$ cat src/rtl/mmio_uart_tx.sv
`default_nettype none
// ============================================================================
//  Module      : mmio_uart_tx
//  Description : Memory-mapped 8N1 UART transmitter. It sits on the core's
//                data-memory bus next to data_memory. Stores to TXDATA are
//                queued in a small FIFO and shifted out LSB first on tx.
//                Firmware polls a read-only STATUS word before writing.
//  Revision    : 1.0 - initial release
// ----------------------------------------------------------------------------
//  Ports
//    clk      in   1   system clock, rising edge
//    rst      in   1   synchronous active-high reset
//    W_en     in   1   core store strobe
//    R_en     in   1   core load strobe
//    addr     in   32  core data address
//    RW_type  in   3   funct3 access type (accepted, width ignored)
//    WD       in   32  core store data
//    hit      out  1   address falls in this block's 8-byte window
//    RD       out  32  load data (STATUS or zero)
//    tx       out  1   serial line, idle high, registered
//    tx_idle  out  1   FIFO empty and serializer idle
//
//  Register map (addr[2] selects, addr[1:0] ignored)
//    +0 TXDATA  W: push WD[7:0]          R: 0
//    +4 STATUS  W: WD[3]=1 clears ovf    R: {24'b0, count, ovf, busy, empty, full}
// ============================================================================
module mmio_uart_tx #(
   parameter int          CLK_DIV    = 16,
   parameter int          FIFO_DEPTH = 8,
   parameter logic [31:0] BASE_ADDR  = 32'h0000_1000
) (
   input  logic        clk,
   input  logic        rst,
   input  logic        W_en,
   input  logic        R_en,
   input  logic [31:0] addr,
   input  logic [2:0]  RW_type,
   input  logic [31:0] WD,
   output logic        hit,
   output logic [31:0] RD,
   output logic        tx,
   output logic        tx_idle
);

   localparam int c_PTR_W = (FIFO_DEPTH > 1) ? $clog2(FIFO_DEPTH) : 1;
   localparam int c_CNT_W = c_PTR_W + 1;
   localparam int c_DIV_W = (CLK_DIV > 1) ? $clog2(CLK_DIV) : 1;

   localparam logic [c_CNT_W-1:0] c_FULL     = c_CNT_W'(FIFO_DEPTH);
   localparam logic [c_CNT_W-1:0] c_CNT_ONE  = c_CNT_W'(1);
   localparam logic [c_PTR_W-1:0] c_PTR_ONE  = c_PTR_W'(1);
   localparam logic [c_DIV_W-1:0] c_DIV_LAST = c_DIV_W'(CLK_DIV - 1);
   localparam logic [c_DIV_W-1:0] c_DIV_ONE  = c_DIV_W'(1);

   typedef enum logic [1:0] {
      S_IDLE  = 2'd0,
      S_START = 2'd1,
      S_DATA  = 2'd2,
      S_STOP  = 2'd3
   } state_t;

   // FIFO state
   logic [7:0]         r_mem [FIFO_DEPTH];
   logic [c_PTR_W-1:0] r_wr_ptr;
   logic [c_PTR_W-1:0] r_rd_ptr;
   logic [c_CNT_W-1:0] r_count;
   logic               r_overflow;

   // Serializer state
   state_t             r_state;
   logic [c_DIV_W-1:0] r_cnt;
   logic [2:0]         r_bit_idx;
   logic [7:0]         r_shift;
   logic               r_tx;

   logic               w_empty;
   logic               w_full;
   logic               w_busy;
   logic               w_bit_end;
   logic               w_pop;
   logic               w_push_req;
   logic               w_push_ok;
   logic               w_ovf_set;
   logic               w_ovf_clr;
   logic [7:0]         w_head;
   logic [3:0]         w_count_field;
   logic [31:0]        w_status;
   logic               w_unused;

   // ------------------------------------------------------------------------
   // Address decode and bus strobes
   // ------------------------------------------------------------------------
   assign hit        = (addr[31:3] == BASE_ADDR[31:3]);
   assign w_push_req = W_en & hit & ~addr[2];
   assign w_ovf_clr  = W_en & hit &  addr[2] & WD[3];

   // Width hint and upper store-data bits are intentionally ignored.
   assign w_unused   = ^{RW_type, addr[1:0], WD[31:8]};

   // ------------------------------------------------------------------------
   // FIFO control
   // ------------------------------------------------------------------------
   assign w_empty   = (r_count == '0);
   assign w_full    = (r_count == c_FULL);
   assign w_head    = r_mem[r_rd_ptr];
   assign w_bit_end = (r_cnt == c_DIV_LAST);
   assign w_busy    = (r_state != S_IDLE);

   // The serializer pulls a byte either from idle or at the last cycle of a
   // stop bit, which is what lets frames run back to back.
   assign w_pop     = ~w_empty & ((r_state == S_IDLE) |
                                  ((r_state == S_STOP) & w_bit_end));

   // A full FIFO still accepts a byte when a pop frees a slot this cycle.
   assign w_push_ok = w_push_req & (~w_full | w_pop);
   assign w_ovf_set = w_push_req & ~w_push_ok;

   always_ff @(posedge clk) begin
      if (rst) begin
         r_wr_ptr   <= '0;
         r_rd_ptr   <= '0;
         r_count    <= '0;
         r_overflow <= 1'b0;
      end else begin
         if (w_push_ok) begin
            r_wr_ptr <= r_wr_ptr + c_PTR_ONE;
         end
         if (w_pop) begin
            r_rd_ptr <= r_rd_ptr + c_PTR_ONE;
         end
         case ({w_push_ok, w_pop})
            2'b10:   r_count <= r_count + c_CNT_ONE;
            2'b01:   r_count <= r_count - c_CNT_ONE;
            default: r_count <= r_count;
         endcase
         // Set has priority so a drop is never lost to a concurrent clear.
         if (w_ovf_set) begin
            r_overflow <= 1'b1;
         end else if (w_ovf_clr) begin
            r_overflow <= 1'b0;
         end
      end
   end

   // Storage needs no reset; pointers alone define what is valid.
   always_ff @(posedge clk) begin
      if (w_push_ok) begin
         r_mem[r_wr_ptr] <= WD[7:0];
      end
   end

   // ------------------------------------------------------------------------
   // 8N1 serializer
   // ------------------------------------------------------------------------
   always_ff @(posedge clk) begin
      if (rst) begin
         r_state   <= S_IDLE;
         r_cnt     <= '0;
         r_bit_idx <= '0;
         r_shift   <= '0;
         r_tx      <= 1'b1;
      end else begin
         case (r_state)
            S_IDLE: begin
               r_tx  <= 1'b1;
               r_cnt <= '0;
               if (w_pop) begin
                  r_shift <= w_head;
                  r_tx    <= 1'b0;
                  r_state <= S_START;
               end
            end

            S_START: begin
               if (w_bit_end) begin
                  r_cnt     <= '0;
                  r_bit_idx <= '0;
                  r_tx      <= r_shift[0];
                  r_state   <= S_DATA;
               end else begin
                  r_cnt <= r_cnt + c_DIV_ONE;
               end
            end

            S_DATA: begin
               if (w_bit_end) begin
                  r_cnt   <= '0;
                  r_shift <= {1'b0, r_shift[7:1]};
                  if (r_bit_idx == 3'd7) begin
                     r_tx    <= 1'b1;
                     r_state <= S_STOP;
                  end else begin
                     r_bit_idx <= r_bit_idx + 3'd1;
                     // Next bit is what lands in shift[0] after this shift.
                     r_tx      <= r_shift[1];
                  end
               end else begin
                  r_cnt <= r_cnt + c_DIV_ONE;
               end
            end

            S_STOP: begin
               if (w_bit_end) begin
                  r_cnt <= '0;
                  if (w_pop) begin
                     r_shift <= w_head;
                     r_tx    <= 1'b0;
                     r_state <= S_START;
                  end else begin
                     r_state <= S_IDLE;
                  end
               end else begin
                  r_cnt <= r_cnt + c_DIV_ONE;
               end
            end

            default: begin
               r_state <= S_IDLE;
               r_tx    <= 1'b1;
            end
         endcase
      end
   end

   // ------------------------------------------------------------------------
   // Outputs
   // ------------------------------------------------------------------------
   assign w_count_field = 4'(r_count);
   assign w_status      = {24'b0, w_count_field, r_overflow, w_busy, w_empty, w_full};
   assign RD            = (R_en & hit & addr[2]) ? w_status : 32'b0;
   assign tx            = r_tx;
   assign tx_idle       = w_empty & ~w_busy;

endmodule
`default_nettype wire

$ cat config.mk
export PLATFORM = sky130hd
export DESIGN_NAME = mmio_uart_tx
export DESIGN_NICKNAME = d
export VERILOG_FILES = /design/src/rtl/mmio_uart_tx.sv
export SDC_FILE = /design/constraint.sdc
export NUM_CORES = 1
export LEC_CHECK = 0
export CAP_MARGIN = 40
export CORE_ASPECT_RATIO = 1.5
export CORE_MARGIN = 5
export CORE_UTILIZATION = 25
export CTS_CLUSTER_DIAMETER = 40
export DETAILED_ROUTE_END_ITERATION = 7
export HOLD_SLACK_MARGIN = 0.05
export SETUP_SLACK_MARGIN = 0.1
export SLEW_MARGIN = 20
export SYNTH_ARGS = -nofsm -noshare
export SYNTH_HDL_FRONTEND = slang
export SYNTH_SLANG_ARGS = --single-unit
export TNS_END_PERCENT = 30
$ cat constraint.sdc
create_clock -name clk -period 6.8 [get_ports clk]
set_clock_uncertainty 0.05 [all_clocks]
set_input_delay 1.36 -clock clk [delete_from_list [all_inputs] [get_ports clk]]
set_output_delay 1.36 -clock clk [all_outputs]
set_load 0.01 [all_outputs]
-- After elaboration in Yosys (flattened, before gate mapping)
Memories as Yosys holds them, arrays and structs flattened. A register that Yosys moved wholly into a read port is not among the register bits.
Index checks and enable logic that the tools add are counted.
- output and inout port bits: 35
- bits in latches: 0
- memory bits (writable): 64
- register bits after elaboration: 29
- memory bits (read-only): 0
- logic and storage cells: 94
- memories kept: 1
- memory list (name ; depth ; bits a word ; read ports ; clocked after Yosys merged registers in ; write ports ; RTL line ; RTL):
    r_mem ; 8 ; 8 ; 1 ; 1 ; 1 ; 63 ; logic [7:0] r_mem [FIFO_DEPTH];
- multiplexer cells: 32
- add/subtract/negate cells: 6
- $lt $le $gt $ge: 0
- multipliers: 0
- bitwise operators: 18
- reduce and logical (&&, ||, !) cells: 12
- shift-type cells: 0
- divide/modulo/power cells: 0
- eq/ne operators: 16
- operators by type and width (operator ; count):
    2-to-1 mux 8 bit ; 4
    == test 29 x 10 -> 1 bit, second input constant ; 1
    case mux 8 bit (3 select lines) ; 1
    case mux 4 bit (2 select lines) ; 2
    2-to-1 mux 3 bit ; 5
    inequality test 2 bit, second input constant ; 7
    bitwise AND 1 bit ; 11
    2-to-1 mux 1 bit ; 11
    2-to-1 mux 2 bit ; 5
    adder 3 x 1 -> 3 bit, second input constant ; 3
    adder 4 x 1 -> 4 bit, second input constant ; 2
    == test 4 bit, second input constant ; 2
    case mux 2 bit (4 select lines) ; 1
    AND reduction 4 bit ; 2
    nonzero test 2 bit ; 4
    == test 2 bit, second input constant ; 3
    case mux 3 bit (2 select lines) ; 1
    NOT 1 bit ; 5
    AND reduction 5 bit ; 1
    == test 2 x 1 -> 1 bit, second input constant ; 2
    logical NOT 4 bit ; 1
    2-to-1 mux 4 bit ; 1
    case mux 1 bit (4 select lines) ; 1
    subtractor 4 x 1 -> 4 bit, second input constant ; 1
    other kinds (6) ; 7

-- Longest topological paths before layout
- word-level depth: 9
- gate-level depth with buffers: 12
- depth with buffers taken out: 12

-- Worst setup path before layout
OpenSTA, ideal clock, no wires.
- path type: input-to-output
- start: input port addr[19]
- end: output port RD[2]
- arrival time: 2537 ps
- stages on the path: 5
- slack: 2853 ps
- cells stage by stage: nor4_2 nand4_2 nor2_1 and3_1 nor2b_1
- word-level cells in the longest chain between the ends: 4
- RTL lines (item ; RTL line ; RTL):
    from (decl) ; 36 ; input logic [31:0] addr,
    == test 29 x 10 -> 1 bit ; 93 ; assign hit = (addr[31:3] == BASE_ADDR[31:3]);
    via hit ; 39 ; output logic hit,
    bitwise AND 1 bit (2 in series) ; 230 ; assign RD = (R_en & hit & addr[2]) ? w_status : 32'b0;
    2-to-1 mux 8 bit ; 230 ;
    to (decl) ; 40 ; output logic [31:0] RD,
The timed path passes the listed nets, and every way through them passes these cells.

-- Final worst setup path
- start: input port addr[19]
- end: output port RD[0]
- word-level cells in the longest chain between the ends: 4
- RTL lines (item ; RTL line):
    == test 29 x 10 -> 1 bit ; 93
    bitwise AND 1 bit (2 in series) ; 230
    2-to-1 mux 8 bit ; 230
Every way passes these cells.

==> results.yml <==
sta:
  hold_viol: 0
  period_minus_slack_ns: 4.926
  finalCritPeriodShare_pct: 72.45
  tns_ns: 0
  drv_slew: 0
  worst_slew_pin_slew_ns: 0.7275
  fmax_ghz: 0.2030
  max_slew_margin_pct: 51.05
  rsz0062_at_grt: "no"
  setup_viol: 0
  hold_ws_ns: 0.4032
pwr:
  ir_drop_uv: 153.1
  swShare_pct: 28.67
  p_per_area_mw_per_mm2: 308.9
  combPwrFrac_pct: 25.6
  clockPowerShare_pct: 31.5
  cellLeakagePower_uw: 0.001877
  p_sw_uw: 490.7
  seqPwrFrac_pct: 42.9
  p_int_uw: 1221
  finalPower_uw: 1711
critical_path:
  cp_slowest_cell: "clkdlybuf4s50_1"
  crit_family: "simple AND/OR/NAND/NOR gates"
  slowest_delay_ns: 0.53
  end_kind: "output pin"
  worst-setup-path-type: "primary input to output pin"
  cp_max_fo: 8
  crit_start: "addr[19]"
  cp-start-kind: "primary input"
  arrival_ns: 3.52
  r2r-start: "r_state[0]"
  cp_cell_sequence: "clkdlybuf4s50_1 > nor4_2 > nand4_2 > nor2_1 > and3_1 > and3_1 > clkdlybuf4s50_1"
  rr_worst_depth: 11
  rrSetupSlack_ns: 3.80
  path_buf_inv: 2
  worstReg2RegEnd: "r_count[3]"
  critPathRequiredTime_ns: 5.39
global_route:
  met1_usage_pct: 9.754
  grt.total_usage_pct: 8.950
  gr-total-overflow: 0
  grt_max_degree: 28
  grt_pass1_vias: 2908
  grt_antenna_before_repair: 0
  grt_most_used_layer: "met2"
  met2_usage_pct: 16.75
  grt_use_met3_pct: 2.285
  grt_pass1_wl_mm: 14.65
placement:
  placed_cell_area_mm2: 0.005185
  routabilityCongestion: 0.6914
  io_buffers: 52
  dp_hpwl_mm: 6.689
detailed_routing:
  vias: 2758
  dr.pass1.iters: 4
  wl_per_cell_um: 14.88
  route.detailed.drc: 0
  postRouteAntennaNets: 0
  routed_wl_mm: 9.074
  vias_per_cell: 4.521
  dr.first_iter.drc_count: 150
cells_and_area:
  drive_above_1_share_pct: 16.12
  multi_input_area_mm2: 0.001740
  nNetsFinal: 478
  final-seq-area_mm2: 0.002564
  antenna_cells: 0
  fin_area_mm2: 0.005540
  syn2layout_area_growth_pct: 24.17
  fin_util_pct: 31.67
  n_fill_cell: 1733
clock_tree:
  cts_htree_levels: 3
  ctsHoldBuffers: 0
  clkSinkCount: 96
  post_cts_buffers: 0
  clockBufferDepth: 2
  cts_tree: "done"
  cts_buffers: 9
  cts_resized: 0
  path_clk_slew_ns: 0.07
  clockRootBuffer: "clkbuf_16"
  clock_latency_ns: 0.34
synthesis:
  syn_inst: 333
  synth_edf_count: 64
  ys_ff_latch: 96
  ys_warn_count: 0
  yosysSeqAreaShare_pct: 57.43
  synth_top_flop_cell: "edfxtp_1"
  synth.avg_cell_area_um2: 13.40
  synth_area_mm2: 0.004462
  yosys.cell_types.count: 55
  async_flop_share_pct: 0
floorplanning:
  die_area_mm2: 0.02067
  start_util_pct: 25.50
  num_rows: 59
  die_h_um: 173.6
  io_pins: 106
  core-area_mm2: 0.01750
  dieWidth_um: 119.1
min_path:
  worstHoldStart: "r_cnt[0]"
  hold_class: "flip-flop to flip-flop"
  hold_end: "r_cnt[0]"
  hold_depth: 1
job:
  maxCapViolations: 0
status:
  status: "finished, final reports clean"
[Yosys cell counts (4+ instances only)]
library cell  number  area share, %
dfxtp_1           32             14
mux4_2            16            8.1
clkbuf_1           7           0.59
nand3_1            6           0.67
and3_1             4           0.56
nor2_1            25            2.1
and2_1             7           0.98
a22o_1             8            1.6
buf_4             24            4.0
nor4_2             5            1.4
mux2i_1           11            2.5
nor3_1             6           0.67
o21ai_0           13            1.5
inv_1              7           0.59
nand2_1           15            1.3
a21oi_1            9            1.0
edfxtp_1          64             43
ha_1              13            3.6
[layout by cell type (no fill, tap or decap), types with 9 or more instances in the layout]
cell             count
a21oi_1              9
clkbuf_16            9
clkdlybuf4s50_1     52
conb_1              24
dfxtp_1             31
edfxtp_1            64
ha_1                13
mux2i_1             11
mux4_2              16
nand2_1             15
nor2_1              25
o21ai_0             13
[per-stage QoR]
step                cells  setup slack, ns
floorplan             356            2.853
global placement      587            1.869
detailed placement    592            1.834
CTS                   607            1.827
global route          610            1.694
finish                610            1.874
[worst max path at each step]
stage	cells after the start	slack, ns	endpoint
3_5_place_dp	7	1.83	RD[0]
6_report	7	1.87	RD[0]
2_1_floorplan	5	2.85	RD[2]
3_3_place_gp	7	1.87	RD[0]
5_1_grt	7	1.69	RD[2]
4_1_cts	7	1.83	RD[0]
[per-layer routing]
metal	part of all wire (%)	wire [um]
met5	0	0
met1	39	3538
met3	4.4	401
met4	0.93	84
met2	56	5049
[worst register-to-register path, stage by stage, from the launching register on]
cell and delay [ns]:
dfxtp_1 0.42, ha_1 0.31, a41oi_1 0.18, nor2_2 0.40, o21ai_0 0.29, inv_1 0.13, ha_1 0.23, a21o_1 0.17
a21oi_1 0.24, nand3_1 0.12, o221a_2 0.31, o211ai_1 0.08
[state kept, by name, summed over array words and instances (netlist names), named ones only]
register and flops:
r_overflow 1, r_mem 64, r_rd_ptr 3, r_bit_idx 3, tx 1, r_count 4, r_shift 8, r_state 2
r_cnt 4, r_wr_ptr 3
[cells by family after synthesis]
group | count (synthesis) | share of synthesized area, %
buf+inv | 44 | 5.945
other cells | 1 | 0.08405
simple gates | 96 | 12.84
fa+ha+maj | 14 | 4.094
mux | 30 | 11.30
xor+xnor | 6 | 1.178
flops | 96 | 57.43
compound gates | 46 | 7.123
[power by group through the flow]
stage          clock network, uW  registers, uW  logic [uW]
6_report                     539            734         438
5_1_grt                      577            747         494
4_1_cts                      553            750         422
3_5_place_dp                   0            763         421
3_3_place_gp                   0            760         405
2_1_floorplan                  0            712         352
[layout make-up]
type	count	area share, %
sequential	96	46.27
inverter	7	0.4743
tap	213	4.810
timing repair buffer	63	11.29
clock buffer	9	4.065
clock inverter	6	1.671
multi-input combinational	216	31.41
No activity file was read; power rests on OpenSTA's default activity.
